File: src/rtl/scan_capture.sv
// scan_capture: rebuilds an 8-digit hex/point/LE frame from a 7-seg scan stream.
// Optional macro SCAN_CAPTURE_CHANGE_EN builds the frame_changed compare logic.
module scan_capture #(
   parameter int ERR_CNT_W = 8
) (
   input  logic                 clk,
   input  logic                 rst_n,
   input  logic                 sample,
   input  logic [3:0]           Hexo,
   input  logic [3:0]           AN,
   input  logic                 scan_hi,
   input  logic                 p,
   input  logic                 LE,
   output logic [31:0]          Hexs,
   output logic [7:0]           point,
   output logic [7:0]           LES,
   output logic                 frame_valid,
   output logic                 frame_changed,
   output logic                 locked,
   output logic                 sync_err,
   output logic [ERR_CNT_W-1:0] err_cnt
);
   typedef enum logic {HUNT, CAPTURE} state_e;

   state_e                state_q, state_d;
   logic [2:0]            idx_q, idx_d;
   logic [31:0]           sh_hex_q, sh_hex_d;
   logic [7:0]            sh_p_q, sh_p_d;
   logic [7:0]            sh_le_q, sh_le_d;
   logic [31:0]           hexs_q, hexs_d;
   logic [7:0]            point_q, point_d;
   logic [7:0]            les_q, les_d;
   logic                  fv_q, fv_d;
   logic                  err_q, err_d;
   logic [ERR_CNT_W-1:0]  cnt_q, cnt_d;
   logic                  an_ok;
   logic [1:0]            lane;
   logic [2:0]            d;
   logic                  wr_en;
   logic                  commit;

   always_comb begin
      an_ok = 1'b1;
      lane  = 2'd0;
      case (AN)
         4'b1110: lane = 2'd0;
         4'b1101: lane = 2'd1;
         4'b1011: lane = 2'd2;
         4'b0111: lane = 2'd3;
         default: an_ok = 1'b0;
      endcase
      d = {scan_hi, lane};
   end

   always_comb begin
      state_d  = state_q;
      idx_d    = idx_q;
      sh_hex_d = sh_hex_q;
      sh_p_d   = sh_p_q;
      sh_le_d  = sh_le_q;
      hexs_d   = hexs_q;
      point_d  = point_q;
      les_d    = les_q;
      fv_d     = 1'b0;
      err_d    = 1'b0;
      wr_en    = 1'b0;
      commit   = 1'b0;
      if (sample) begin
         if (state_q == HUNT) begin
            if (!an_ok) begin
               err_d = 1'b1;
            end else if (d == 3'd0) begin
               wr_en   = 1'b1;
               idx_d   = 3'd1;
               state_d = CAPTURE;
            end
         end else if (an_ok && d == idx_q) begin
            wr_en  = 1'b1;
            idx_d  = idx_q + 3'd1;
            commit = (idx_q == 3'd7);
         end else begin
            err_d = 1'b1;
            // A clean digit 0 doubles as the start of a fresh frame
            if (an_ok && d == 3'd0) begin
               wr_en = 1'b1;
               idx_d = 3'd1;
            end else begin
               state_d = HUNT;
               idx_d   = 3'd0;
            end
         end
      end
      if (wr_en) begin
         sh_hex_d[{d, 2'b00} +: 4] = Hexo;
         sh_p_d[d]                 = p;
         sh_le_d[d]                = LE;
      end
      if (commit) begin
         hexs_d  = sh_hex_d;
         point_d = sh_p_d;
         les_d   = sh_le_d;
         fv_d    = 1'b1;
      end
      cnt_d = cnt_q;
      if (err_d && cnt_q != '1) cnt_d = cnt_q + ERR_CNT_W'(1);
   end

   always_ff @(posedge clk or negedge rst_n) begin
      if (!rst_n) begin
         state_q  <= HUNT;
         idx_q    <= 3'd0;
         sh_hex_q <= 32'd0;
         sh_p_q   <= 8'd0;
         sh_le_q  <= 8'd0;
         hexs_q   <= 32'd0;
         point_q  <= 8'd0;
         les_q    <= 8'd0;
         fv_q     <= 1'b0;
         err_q    <= 1'b0;
         cnt_q    <= '0;
      end else begin
         state_q  <= state_d;
         idx_q    <= idx_d;
         sh_hex_q <= sh_hex_d;
         sh_p_q   <= sh_p_d;
         sh_le_q  <= sh_le_d;
         hexs_q   <= hexs_d;
         point_q  <= point_d;
         les_q    <= les_d;
         fv_q     <= fv_d;
         err_q    <= err_d;
         cnt_q    <= cnt_d;
      end
   end

`ifdef SCAN_CAPTURE_CHANGE_EN
   logic seen_q, seen_d;
   logic chg_q, chg_d;

   // The committed outputs double as the previous-frame compare register
   always_comb begin
      seen_d = seen_q | commit;
      chg_d  = commit &&
               (!seen_q || {hexs_d, point_d, les_d} != {hexs_q, point_q, les_q});
   end

   always_ff @(posedge clk or negedge rst_n) begin
      if (!rst_n) begin
         seen_q <= 1'b0;
         chg_q  <= 1'b0;
      end else begin
         seen_q <= seen_d;
         chg_q  <= chg_d;
      end
   end

   assign frame_changed = chg_q;
`else
   assign frame_changed = 1'b0;
`endif

   assign Hexs        = hexs_q;
   assign point       = point_q;
   assign LES         = les_q;
   assign frame_valid = fv_q;
   assign locked      = (state_q == CAPTURE);
   assign sync_err    = err_q;
   assign err_cnt     = cnt_q;
endmodule

File: config.mk
export PLATFORM = sky130hd
export DESIGN_NAME = scan_capture
export DESIGN_NICKNAME = d
export VERILOG_FILES = /design/src/rtl/scan_capture.sv
export SDC_FILE = /design/constraint.sdc
export NUM_CORES = 1
export LEC_CHECK = 0
export CAP_MARGIN = 5
export CORE_UTILIZATION = 40
export DETAILED_ROUTE_END_ITERATION = 8
export SLEW_MARGIN = 20
export SYNTH_ARGS = -nofsm -noshare
export SYNTH_HDL_FRONTEND = slang
export SYNTH_SLANG_ARGS = --single-unit
File: constraint.sdc
create_clock -name clk -period 2.04 [get_ports clk]
set_clock_uncertainty 0.2 [all_clocks]
set_input_delay 0.612 -clock clk [delete_from_list [all_inputs] [get_ports clk]]
set_output_delay 0.612 -clock clk [all_outputs]
set_load 0.02 [all_outputs]
==> impl_metrics.toml <==
[outcome]
status = "finished, violations left"
violations = "negative setup slack"

[synthesis]
synth_ff_type = "dfrtp_1"
syn_area_per_cell_um2 = 10.1
synth-edff-count = 0
ys_types = 66
syn_area_mm2 = 0.00549
yosysSeqAreaShare = 0.501
synth_cells = 546
async_flop_share = 1.00
ys_seq_elements = 110
yosys_warnings = 0
syn-num-nets = 566

[grt]
grt_max_degree = 57
antenna_found_initial = 0
grt_pass1_vias = 5259
track_usage = 0.247
grt_pass1_wl_um = 27300
grt_overflow = 0

[pwr]
power_leakage_nw = 4.29
intPower_w = 0.00378
finalPower_w = 0.00533
max-vdd-ir-drop_mv = 0.542
p_sw_w = 0.00155
switching_share = 0.291
combPwrFrac = 0.230
p_per_area_mw_per_mm2 = 591
power.share.clock = 0.316
p_seq_frac = 0.454

[setup_path]
cp-end-kind = "register"
required_ps = 2080
crit_family = "simple AND/OR/NAND/NOR gates"
cpPeakStageDelay_ps = 310
crit_chain = "buf_8 -> buf_6 -> xnor2_4 -> or2_4 -> ha_4 -> ha_4 -> nor4b_4 -> o211ai_1 -> nor3_4 -> buf_6 -> mux2_4 -> mux2_4"
path_buf_inv = 3
startpoint_type = "primary input"
crit_slowest_cell = "mux2_4"
cp_max_fo = 4
arrival_ps = 3000
crit_type = "primary input to register"

[die]
coreArea_mm2 = 0.0133
die_area_mm2 = 0.0142
dieWidth_um = 119
start_util = 0.413
core.rowCount = 42
ios = 74
chipHeight_um = 119

[routing]
drt-total-wl_um = 17500
antenna_left = 0
via_count = 5238
viasPerCell = 5.54
firstDrtPassIters = 5
drc_errors = 0
wire_per_inst_um = 18.5
drtIter0Drc = 255

[layout]
finalInstanceArea_mm2 = 0.00902
nNetsFinal = 785
mostFrequentLayoutCell = "buf_4"
area_growth_syn_to_layout_pct = 64.3
final_cell_mix = "116 x buf_4, 108 x dfrtp_1, 60 x dlygate4sd2_1, 54 x nor2_1, 45 x nand2_1"
n_antenna_cell = 0
drive_above_1_share = 0.431
instances_no_fill = 946

[clock_tree]
cts_made_buffers = 9
clockBufferDepth = 2
root_buffer = "clkbuf_16"
cts_sinks = 110
path_clk_slew_ps = 70
htree_levels = 3
cts_tree = "done"
clk_latency_ps = 350

[place]
place_ws_ps = -1740
placed_area_mm2 = 0.00756
io_buffers = 72
gp_congestion = 0.973
dp_hpwl_um = 12000
dp.cells = 882

[timing]
setup-tns-final_ps = -54810
min_period_ps = 2960
max_freq_ghz = 0.338
maxSlewViolCount = 0
hold_violations = 0
finalWorstSetupSlack_ps = -918
tightestPinTransition_ps = 521
rsz0062_at_grt = "true"
fin_crit_sh = 1.45
setup_violations = 109
slew_headroom = 0.651

[job]
max_cap_viol_count = 0

[hold_path]
hp-class = "register to register"
metrics by stage:
step                       util  hold slack, ps
after floorplan               -             116
after global placement    0.568             245
after detailed placement  0.568             249
after CTS                 0.641             267
after global routing      0.678             297
final                     0.678             273
sequential cells by signal, summed over array words and instances, names as in the netlist:
register,count
frame_valid,1
point,8
idx_q,3
LES,8
sync_err,1
locked,1
sh_p_q,8
sh_hex_q,32
err_cnt,8
sh_le_q,8
Hexs,32
cell type report:
type	count	area, µm²
multi-input combinational	397	3510
clock inverter	5	42.5
fill	1043	4280
timing repair buffer	239	2220
sequential	110	2760
tap	176	220
clock buffer	11	243
inverter	8	30.0
cell families after synthesis:
kind of cell | Yosys count | share of synthesized area
muxes | 13 | 0.0262
xor gates and xnor gates | 9 | 0.0157
other | 1 | 0.000683
DFF | 110 | 0.501
buffers and inverters | 42 | 0.0387
AOI/OAI and AO/OA | 141 | 0.196
and+or+nand+nor | 224 | 0.208
adders and majority gates | 6 | 0.0137
Yosys cell counts, drive strengths merged, types with 7 or more instances:
master,number,share of area
mux2,11,0.023
inv,8,0.0055
o311ai,7,0.018
buf,26,0.028
nor3,11,0.014
o211ai,23,0.032
nor2,58,0.040
o221ai,13,0.021
o2111ai,11,0.018
and3,8,0.0091
dfrtp,110,0.50
nand4,7,0.0080
o21ai,12,0.011
clkbuf,8,0.0055
a31oi,47,0.056
or2,9,0.010
a21oi,7,0.0064
nand2b,9,0.010
nand2,69,0.048
nand3,20,0.018
power by group through the flow:
stage	Clock (W)	Combinational (W)	Sequential, W
floorplan	0	0.000449	0.00251
global placement	0	0.000948	0.00245
detailed placement	0	0.000961	0.00246
CTS	0.00174	0.00111	0.00241
global route	0.00182	0.00132	0.00244
finish	0.00168	0.00123	0.00242
worst reg2reg max path, stage by stage, from the launching register on:
cell and delay, ps:
dfrtp_2 450, and3b_1 240, buf_4 120, nand3_2 110, a311oi_4 380, buf_4 200
clkbuf_16 150, mux2_4 300
layer usage:
metal | GRT usage | wire length (µm) | up-vias
li1 | - | - | 2480
met1 | 0.324 | 7670 | 2574
met2 | 0.413 | 8590 | 148
met3 | 0.0455 | 691 | 36
met4 | 0.0791 | 541 | 0
met5 | 0 | 0 | -
path summary, 6_finish.rpt:
check                                       start                     end  slack, ps  cells past startpoint
setup / recovery                            AN[3]     Hexs[0]$_DFFE_PN0P_       -920                     12
hold / removal             sh_hex_q[28]$_DFF_PN0_  sh_hex_q[28]$_DFF_PN0_        270                      2
setup reg to reg             idx_q[1]$_DFFE_PN0P_     Hexs[0]$_DFFE_PN0P_       -230                      7
hold reg to reg            sh_hex_q[28]$_DFF_PN0_  sh_hex_q[28]$_DFF_PN0_        270                      2
max in group asynchronous                   rst_n    idx_q[0]$_DFFE_PN0P_        540                      3
min in group asynchronous                   rst_n     Hexs[6]$_DFFE_PN0P_        490                      2
repair_timing:
| action | 4_1_cts | 5_1_grt |
|---|---|---|
| pin swaps | 46 | 72 |
| gates cloned | 3 | 1 |
| setup buffers | 26 | 22 |
| setup endpoints to repair | 169 | 111 |
| hold buffers | 1 | 0 |
| hold endpoints to repair | 18 | 0 |
| gates resized for setup | 188 | 79 |
Power figures use the tool's default switching activity.
